$ cat config.mk
export PLATFORM = sky130hd
export DESIGN_NAME = uart_rx_sipo
export DESIGN_NICKNAME = d
export VERILOG_FILES = /design/src/rtl/uart_rx_sipo.sv
export SDC_FILE = /design/constraint.sdc
export NUM_CORES = 1
export LEC_CHECK = 0
export CORE_AREA = 10 10 87 89
export DETAILED_ROUTE_END_ITERATION = 7
export DIE_AREA = 0 0 97 99
export PLACE_DENSITY = 0.42
export SLEW_MARGIN = 20
export SYNTH_ARGS = -nofsm -noshare
export SYNTH_HDL_FRONTEND = slang
export SYNTH_SLANG_ARGS = --single-unit
$ cat constraint.sdc
create_clock -name clk -period 1.47 [get_ports clk]
set_input_delay 0.3675 -clock clk [delete_from_list [all_inputs] [get_ports clk]]
set_output_delay 0.3675 -clock clk [all_outputs]
set_load 0.02 [all_outputs]
$ cat src/rtl/uart_rx_sipo.sv
// 8N1 UART receiver: two-flop input synchronizer, mid-bit sampling FSM and a
// serial-in/parallel-out shift register with a ready/read host handshake.
module uart_rx_sipo #(
    parameter int CLKS_PER_BIT = 16,
    parameter int DATA_BITS    = 8
) (
    input  logic                 clk,
    input  logic                 rst,
    input  logic                 rx,
    input  logic                 rd,
    output logic [DATA_BITS-1:0] data_out,
    output logic                 data_valid,
    output logic                 data_ready,
    output logic                 frame_err,
    output logic                 overrun,
    output logic                 busy,
    output logic [3:0]           count
);

    localparam int TW = $clog2(CLKS_PER_BIT);

    typedef enum logic [2:0] {
        S_IDLE,
        S_START,
        S_DATA,
        S_STOP,
        S_BRK_WAIT
    } state_t;

    state_t               r_state;
    state_t               w_state_nxt;
    logic                 r_rx_meta;
    logic                 r_rx_s;
    logic [TW-1:0]        r_timer;
    logic [3:0]           r_count;
    logic [DATA_BITS-1:0] r_shreg;
    logic [DATA_BITS-1:0] r_data_out;
    logic                 r_data_valid;
    logic                 r_data_ready;
    logic                 r_frame_err;
    logic                 r_overrun;

    logic                 w_timer_half;
    logic                 w_timer_last;
    logic                 w_timer_clr;
    logic                 w_sample_bit;
    logic                 w_count_clr;
    logic                 w_byte_done;
    logic                 w_frame_bad;

    // NOTE: the synchronizer resets to 1 so the line looks idle and no false
    // start edge is seen when reset is released.
    always_ff @(posedge clk or negedge rst) begin
        if (!rst) begin
            r_rx_meta <= 1'b1;
            r_rx_s    <= 1'b1;
        end else begin
            r_rx_meta <= rx;
            r_rx_s    <= r_rx_meta;
        end
    end

    always_ff @(posedge clk or negedge rst) begin
        if (!rst) r_state <= S_IDLE;
        else      r_state <= w_state_nxt;
    end

    assign w_timer_half = (r_timer == TW'(CLKS_PER_BIT / 2 - 1));
    assign w_timer_last = (r_timer == TW'(CLKS_PER_BIT - 1));

    always_comb begin
        w_state_nxt  = r_state;
        w_timer_clr  = 1'b0;
        w_sample_bit = 1'b0;
        w_count_clr  = 1'b0;
        w_byte_done  = 1'b0;
        w_frame_bad  = 1'b0;
        case (r_state)
            S_IDLE: begin
                w_timer_clr = 1'b1;
                if (!r_rx_s) w_state_nxt = S_START;
            end
            S_START: begin
                // Start bit must still be low at its midpoint, else it was a glitch.
                if (w_timer_half) begin
                    w_timer_clr = 1'b1;
                    if (r_rx_s) begin
                        w_state_nxt = S_IDLE;
                    end else begin
                        w_state_nxt = S_DATA;
                        w_count_clr = 1'b1;
                    end
                end
            end
            S_DATA: begin
                if (w_timer_last) begin
                    w_timer_clr  = 1'b1;
                    w_sample_bit = 1'b1;
                    if (r_count == 4'(DATA_BITS - 1)) w_state_nxt = S_STOP;
                end
            end
            S_STOP: begin
                if (w_timer_last) begin
                    w_timer_clr = 1'b1;
                    if (r_rx_s) begin
                        w_byte_done = 1'b1;
                        w_state_nxt = S_IDLE;
                    end else begin
                        w_frame_bad = 1'b1;
                        w_state_nxt = S_BRK_WAIT;
                    end
                end
            end
            S_BRK_WAIT: begin
                w_timer_clr = 1'b1;
                if (r_rx_s) w_state_nxt = S_IDLE;
            end
            default: w_state_nxt = S_IDLE;
        endcase
    end

    always_ff @(posedge clk or negedge rst) begin
        if (!rst) begin
            r_timer      <= '0;
            r_count      <= '0;
            r_shreg      <= '0;
            r_data_out   <= '0;
            r_data_valid <= 1'b0;
            r_data_ready <= 1'b0;
            r_frame_err  <= 1'b0;
            r_overrun    <= 1'b0;
        end else begin
            r_timer      <= w_timer_clr ? '0 : r_timer + 1'b1;
            r_data_valid <= w_byte_done;
            r_frame_err  <= w_frame_bad;

            if (w_count_clr)       r_count <= '0;
            else if (w_sample_bit) r_count <= r_count + 1'b1;

            if (w_sample_bit) r_shreg <= {r_rx_s, r_shreg[DATA_BITS-1:1]};

            // A read coinciding with a new byte retires the old byte, so no overrun.
            if (w_byte_done) begin
                r_data_out   <= r_shreg;
                r_data_ready <= 1'b1;
                if (r_data_ready && !rd) r_overrun <= 1'b1;
            end else if (rd) begin
                r_data_ready <= 1'b0;
                r_overrun    <= 1'b0;
            end
        end
    end

    assign data_out   = r_data_out;
    assign data_valid = r_data_valid;
    assign data_ready = r_data_ready;
    assign frame_err  = r_frame_err;
    assign overrun    = r_overrun;
    assign busy       = (r_state != S_IDLE);
    assign count      = r_count;

endmodule
==> key figures, run 1 <==
Floorplan
  • Initial core utilization: 24.34%
  • # rows: 28
  • Die ar.: 0.009603 mm²
  • Core Area: 0.005851 mm²
  • Die span in y: 99 µm
  • DIE WIDTH: 97 µm
  • I/O pin cnt: 21

Worst setup path
  • Worst r2r path cells: 5
  • CP Launch Type: register
  • Crit path max fanout: 2
  • Flop-to-flop setup slack: -60 ps
  • CP endpoint kind: output pin
  • Crit path kind: reg -> out
  • FF-to-FF End: r_shreg[6]
  • Worst path required time: 1100 ps
  • Worst r2r src: r_state[0]
  • Critical path arrival: 1190 ps

Routing
  • Remaining DRCs: 0
  • Drt first pass iters: 4
  • Vias per std cell: 4.407
  • Routed Antenna Nets: 0
  • Final wirelength: 3.339 mm
  • Vias: 1,040
  • Drt wl/cell: 14.15 µm
  • Iteration-0 DRC Markers: 26

Global routing
  • Initial antenna violation count: 0
  • First-pass GRT wire length: 5.609 mm
  • Total gr overflow: 0
  • Vias in the first global route: 1,132
  • Largest net degree at the start of global routing: 34
  • GRT Total Usage: 7.115%

Status
  • Status: complete, but fails checks
  • Failing checks: setup timing

Clock tree
  • Worst skew pair latency: 280 ps
  • Clock transition at path regs: 70 ps
  • Hold Buf Count CTS: 0
  • Clock Tree Buf Depth: 2
  • CTS tree: built
  • H-tree depth: 2
  • Cts bufs inserted: 5
  • Clock Tree Root: clkbuf_8
  • CTS sink count: 33

Min path
  • Hold_sp: r_rx_meta
  • Worst hold path depth: 0
  • Worst Hold Class: reg -> reg
  • Hold path endpoint: r_rx_s

Job
  • Max-cap violations: 0

Pwr
  • Tot Pwr: 2.748 mW
  • Clock power share: 24.3%
  • Pwr per Cell Area: 1293 mW/mm²
  • Switching Share: 32.85%
  • Psw: 902.5 µW
  • Comb pwr share: 34.1%
  • Part of the power in registers: 41.6%
  • Leak: 1.032 nW
  • Power Internal: 1.845 mW
  • Maximum VDD drop: 0.0004445 V

Timing
  • Fmax: 642.8 MHz
  • RSZ-0062 raised after global routing: true
  • Final Cycle Share: 105.8%
  • Max Slew Vio Count: 0
  • Setup slack after layout: -85.72 ps
  • Final hold viol count: 0
  • WHS: 362.9 ps
  • Period minus WS final: 1556 ps
  • Rel. slew slack: 80.65%
  • Endpoints failing setup: 10
  • Worst-margin pin slew: 289.4 ps
  • Clock skew: 2.742 ps

Yosys
  • Mapped cell area: 0.001424 mm²
  • Post-synthesis mux area share: 12.65%
  • Distinct cells, synth: 39
  • Synthesized instance count: 113
  • Main combinational cell family by area after synthesis: simple AND/OR/NAND/NOR gates
  • Simple-Gate Fraction of Synth Area: 14.15%
  • XOR/XNOR Fraction of Synth Area: 1.230%
  • #FFs+latches synth: 33
  • Syn. warnings: 0
  • Syn_nets: 119
  • Sequential element share of the synthesized area: 58.17%
  • Mean Syn Cell Area: 12.60 µm²
  • Complex-gate fraction of the synthesized area: 7.996%
  • Synth Area in Adders: 1.757%

Place
  • IO buf count: 20
  • DP Wirelength: 2.086 mm
  • Placed cells: 219
  • Routability cong.: 0.7448

Cells and area
  • Share of layout cells above drive strength 1: 43.48%
  • Area growth syn-to-layout: 49.30%
  • Core Util, Final: 36.33%
  • Antenna cells: 0
  • Post-route insts no fill: 236
  • Nets: 166
[layout make-up]
class / instances / area [µm²]
Clock buffer: 6 / 72.57
Inverter: 6 / 22.52
Timing Repair Buffer: 44 / 411.6
Sequential cell: 33 / 828.3
Fill cell: 570 / 3725
Clock inverter: 2 / 10.01
Multi-Input combinational cell: 70 / 686.9
Tap cell: 75 / 93.84
[flip-flops by register name (all words and copies together) (netlist names)]
name,cells
count,4
r_state,3
r_rx_s,1
r_shreg,8
overrun,1
data_out,8
data_valid,1
r_timer,4
frame_err,1
r_rx_meta,1
data_ready,1
[Yosys cell counts, drive strengths merged]
master   number  area [µm²]
nand3         3       20.02
nor2b         2       12.51
o21ai         5       25.02
xor2          1       8.760
xnor2         1       8.760
nand4         1       6.260
or4           2       18.77
mux2         16       180.2
o31ai         1       7.510
and3b         1       10.01
o2bb2ai       1       8.760
a22oi         1       7.510
a21oi         6       33.78
a41oi         1       8.760
and4          1       8.760
inv           6       22.52
buf           4       31.27
a31oi         1       6.260
nand3b        2       27.53
nand4b        1       8.760
nor2          8       32.54
dfrtp        31       775.7
ha            2       25.02
o32ai         1       8.760
or3           4       27.52
nand2         4       15.01
o21a          1       7.510
clkbuf        1       3.750
dfstp         2       52.55
nor3b         1       7.510
and3          1       6.260
[cells by family after synthesis]
group,count (synthesis)
DFF,33
and+or+nand+nor,31
AOI/OAI and AO/OA,18
muxes,16
buffers and inverters,11
xor gates and xnor gates,2
adders and majority gates,2
[critical path, stage by stage, from the launching register on]
cell     delay [ps]
dfrtp_1         380
or3_4           380
buf_6           140
[timing repair]
action,CTS,global route
buffers inserted,3,6
endpoints found under the setup margin,37,26
pin swaps,4,7
gates cloned,1,0
gates resized for setup,43,18
[per-stage QoR]
step / setup TNS [ps] / setup slack [ps] / cell area, µm²
after floorplan: 0 / 15.45 / 1441
after detailed placement: -1560 / -168.0 / 1833
after global placement: -1206 / -151.0 / 1833
after global routing: -1499 / -130.9 / 2126
after CTS: -1462 / -162.1 / 2018
final: -576.1 / -85.72 / 2126
[power by group through the flow]
stage	Combinational, mW	Sequential, mW	Clock (mW)
2_1_floorplan	0.486	1.12	0
3_3_place_gp	0.746	1.14	0
3_5_place_dp	0.755	1.15	0
4_1_cts	0.827	1.14	0.693
5_1_grt	1.04	1.16	0.752
6_report	0.936	1.14	0.667
[worst max-delay path by stage]
stage,from,end,slack [ps]
2_1_floorplan,r_timer[0],data_out[1],20
3_3_place_gp,r_state[1],busy,-150
3_5_place_dp,r_state[1],busy,-170
4_1_cts,r_state[0],r_shreg[6],-160
5_1_grt,r_state[0],r_shreg[7],-130
6_report,r_state[1],busy,-90
[metal layers]
metal	up-vias	GRT usage [%]	wire [µm]
met3	3	3.352	167
met2	23	10.85	1522
met1	520	8.648	1627
met5	-	0	0
met4	0	2.270	21
li1	494	-	-
[cells in the final DEF, fill, tap and decap left out, types with 2 or more instances in the layout]
cell | synthesis | final
mux2_4 | 0 | 13
clkdlybuf4s50_1 | 0 | 3
a21oi_1 | 5 | 2
a21oi_2 | 1 | 4
o21ai_0 | 5 | 3
buf_4 | 2 | 17
dlygate4sd2_1 | 0 | 14
buf_6 | 1 | 5
inv_1 | 6 | 6
nand3_1 | 2 | 2
clkbuf_8 | 0 | 5
nand2_1 | 4 | 4
or3_4 | 0 | 4
dfstp_2 | 2 | 2
nand3_4 | 0 | 2
nor2_1 | 7 | 7
dfrtp_1 | 31 | 31
buf_12 | 0 | 3
nor2b_1 | 2 | 2
clkinv_2 | 0 | 2
mux2_2 | 16 | 3
o21ai_1 | 0 | 2
Note: power is estimated with default switching activity, not from simulation.
==> run 2, diff against run 1 <==
- CORE_AREA: 10 10 87 89 -> 2 2 79 81
- DIE_AREA: 0 0 97 99 -> 0 0 81 83
- PLACE_DENSITY: 0.42 -> default
==> key figures, run 2 (synthesized netlist as in run 1, its figures left out) <==
Floorplan
  • Core Area: 0.005816 mm²
  • DIE WIDTH: 81 µm
  • Initial core utilization: 24.48%
  • Die span in y: 83 µm
  • # rows: 28
  • I/O pin cnt: 21
  • Die ar.: 0.006723 mm²

Worst setup path
  • Critical path arrival: 1180 ps
  • Worst path max stage delay: 380 ps
  • Flop-to-flop setup slack: -60 ps
  • Crit path max fanout: 2
  • CP Launch Type: register
  • CP cell instances: or3_1 > buf_6
  • Buf/Inv on CP: 1
  • Crit path kind: reg -> out
  • FF-to-FF End: count[3]
  • Top delay family on crit path: flip-flops
  • CP endpoint kind: output pin
  • Worst path required time: 1100 ps
  • Worst path slowest cell: dfrtp_1
  • Worst r2r path cells: 5
  • Worst r2r src: r_state[0]

Clock tree
  • Clock Tree Buf Depth: 2
  • Clock Tree Root: clkbuf_8
  • Worst skew pair latency: 280 ps
  • CTS tree: built
  • Clock transition at path regs: 60 ps
  • H-tree depth: 2
  • Cts bufs inserted: 5
  • Hold Buf Count CTS: 0
  • CTS sink count: 33

Cells and area
  • Share of layout cells above drive strength 1: 40.25%
  • Antenna cells: 0
  • Most common cell after layout, fill and taps aside: dfrtp_1
  • Filler cells: 596
  • Final instance area: 0.002111 mm²
  • Commonest non-fill, non-tap cells in the layout: 31 x dfrtp_1, 18 x buf_4, 16 x mux2_4, 16 x dlygate4sd2_1, 7 x nor2_1
  • Area growth syn-to-layout: 48.24%
  • Nets: 164
  • Core Util, Final: 36.30%

Routing
  • Vias per std cell: 4.316
  • Drt first pass iters: 4
  • Remaining DRCs: 0
  • Vias: 1,010
  • Final wirelength: 2.934 mm
  • Drt wl/cell: 12.54 µm
  • Routed Antenna Nets: 0
  • Iteration-0 DRC Markers: 31

Pwr
  • Tot Pwr: 2.875 mW
  • Maximum VDD drop: 0.0006989 V
  • Leak: 1.038 nW
  • Pwr per Cell Area: 1362 mW/mm²

Timing
  • Period minus WS final: 1547 ps
  • Max Slew Vio Count: 0
  • RSZ-0062 raised after global routing: true
  • Worst-margin pin slew: 255.3 ps
  • Final hold viol count: 0
  • Fmax: 646.6 MHz
  • Final Cycle Share: 105.2%
  • Rel. slew slack: 82.84%
  • WHS: 356.0 ps
  • Endpoints failing setup: 11
  • Setup slack after layout: -76.55 ps
  • Clock skew: 5.950 ps

Place
  • Routability cong.: 0.7739
  • DP Wirelength: 1.810 mm
  • Placed inst area: 0.001818 mm²
  • IO buf count: 20

Min path
  • Hold_sp: r_rx_meta
  • Hold path endpoint: r_rx_s
  • Worst hold path depth: 0
  • Worst Hold Class: reg -> reg

Job
  • Max-cap violations: 0

Global routing
  • First-pass GRT wire length: 4.954 mm
  • Vias in the first global route: 995
  • Largest net degree at the start of global routing: 34
  • Initial antenna violation count: 0
  • Total gr overflow: 0
  • GRT Total Usage: 9.707%

Status
  • Failing checks: setup timing
  • Status: complete, but fails checks
[run 2: what timing repair did]
action	in CTS	in global routing
pin swaps	1	10
endpoints found under the setup margin	37	22
setup buffers	7	2
gates cloned	1	0
resized for setup	31	20
endpoints found under the hold margin	0	0
[run 2: where the power goes]
part | switching [mW] | internal [mW]
clock | 0.324 | 0.552
sequential | 0.113 | 1.02
combinational | 0.427 | 0.437
[run 2: final cells by class]
cell class | count | area (µm²) | area share [%]
Sequential cell | 33 | 828.3 | 39.24
Inverter | 6 | 22.52 | 1.067
Multi-Input combinational cell | 70 | 670.6 | 31.77
Tap cell | 75 | 93.84 | 4.446
Clock inverter | 1 | 30.03 | 1.423
Timing Repair Buffer | 42 | 379.1 | 17.96
Clock buffer | 7 | 86.33 | 4.090
[run 2: per-layer routing]
layer | global-route usage, % | routed length [µm] | share of wire [%] | vias up
met3 | 3.587 | 134 | 4.6 | 6
met5 | 0 | 0 | 0 | -
met2 | 13.90 | 1322 | 45 | 17
li1 | - | - | - | 501
met1 | 13.03 | 1416 | 48 | 486
met4 | 4.160 | 60 | 2.0 | 0
[run 2: worst max path at each step]
stage	to	slack (ps)	start	cells past startpoint
after floorplan	data_out[1]	20	r_timer[0]	5
after global placement	busy	-140	r_state[1]	2
after detailed placement	busy	-150	r_state[1]	2
after CTS	busy	-80	r_state[1]	2
final	busy	-80	r_state[2]	2
after global routing	r_shreg[4]	-130	r_state[0]	6
[run 2: through the flow]
stage | TNS [ps] | instances | worst slack [ps]
4_1_cts | -385.0 | 233 | -78.07
2_1_floorplan | 0 | 113 | 15.45
3_5_place_dp | -1641 | 217 | -151.9
3_3_place_gp | -1479 | 217 | -143.5
6_report | -578.6 | 234 | -76.55
5_1_grt | -1707 | 234 | -131.7
==> run 3, diff against run 2 <==
- CAP_MARGIN: default -> 20
==> results of run 3 <==
Final layout, timing and power as in run 2 (identical DEF).
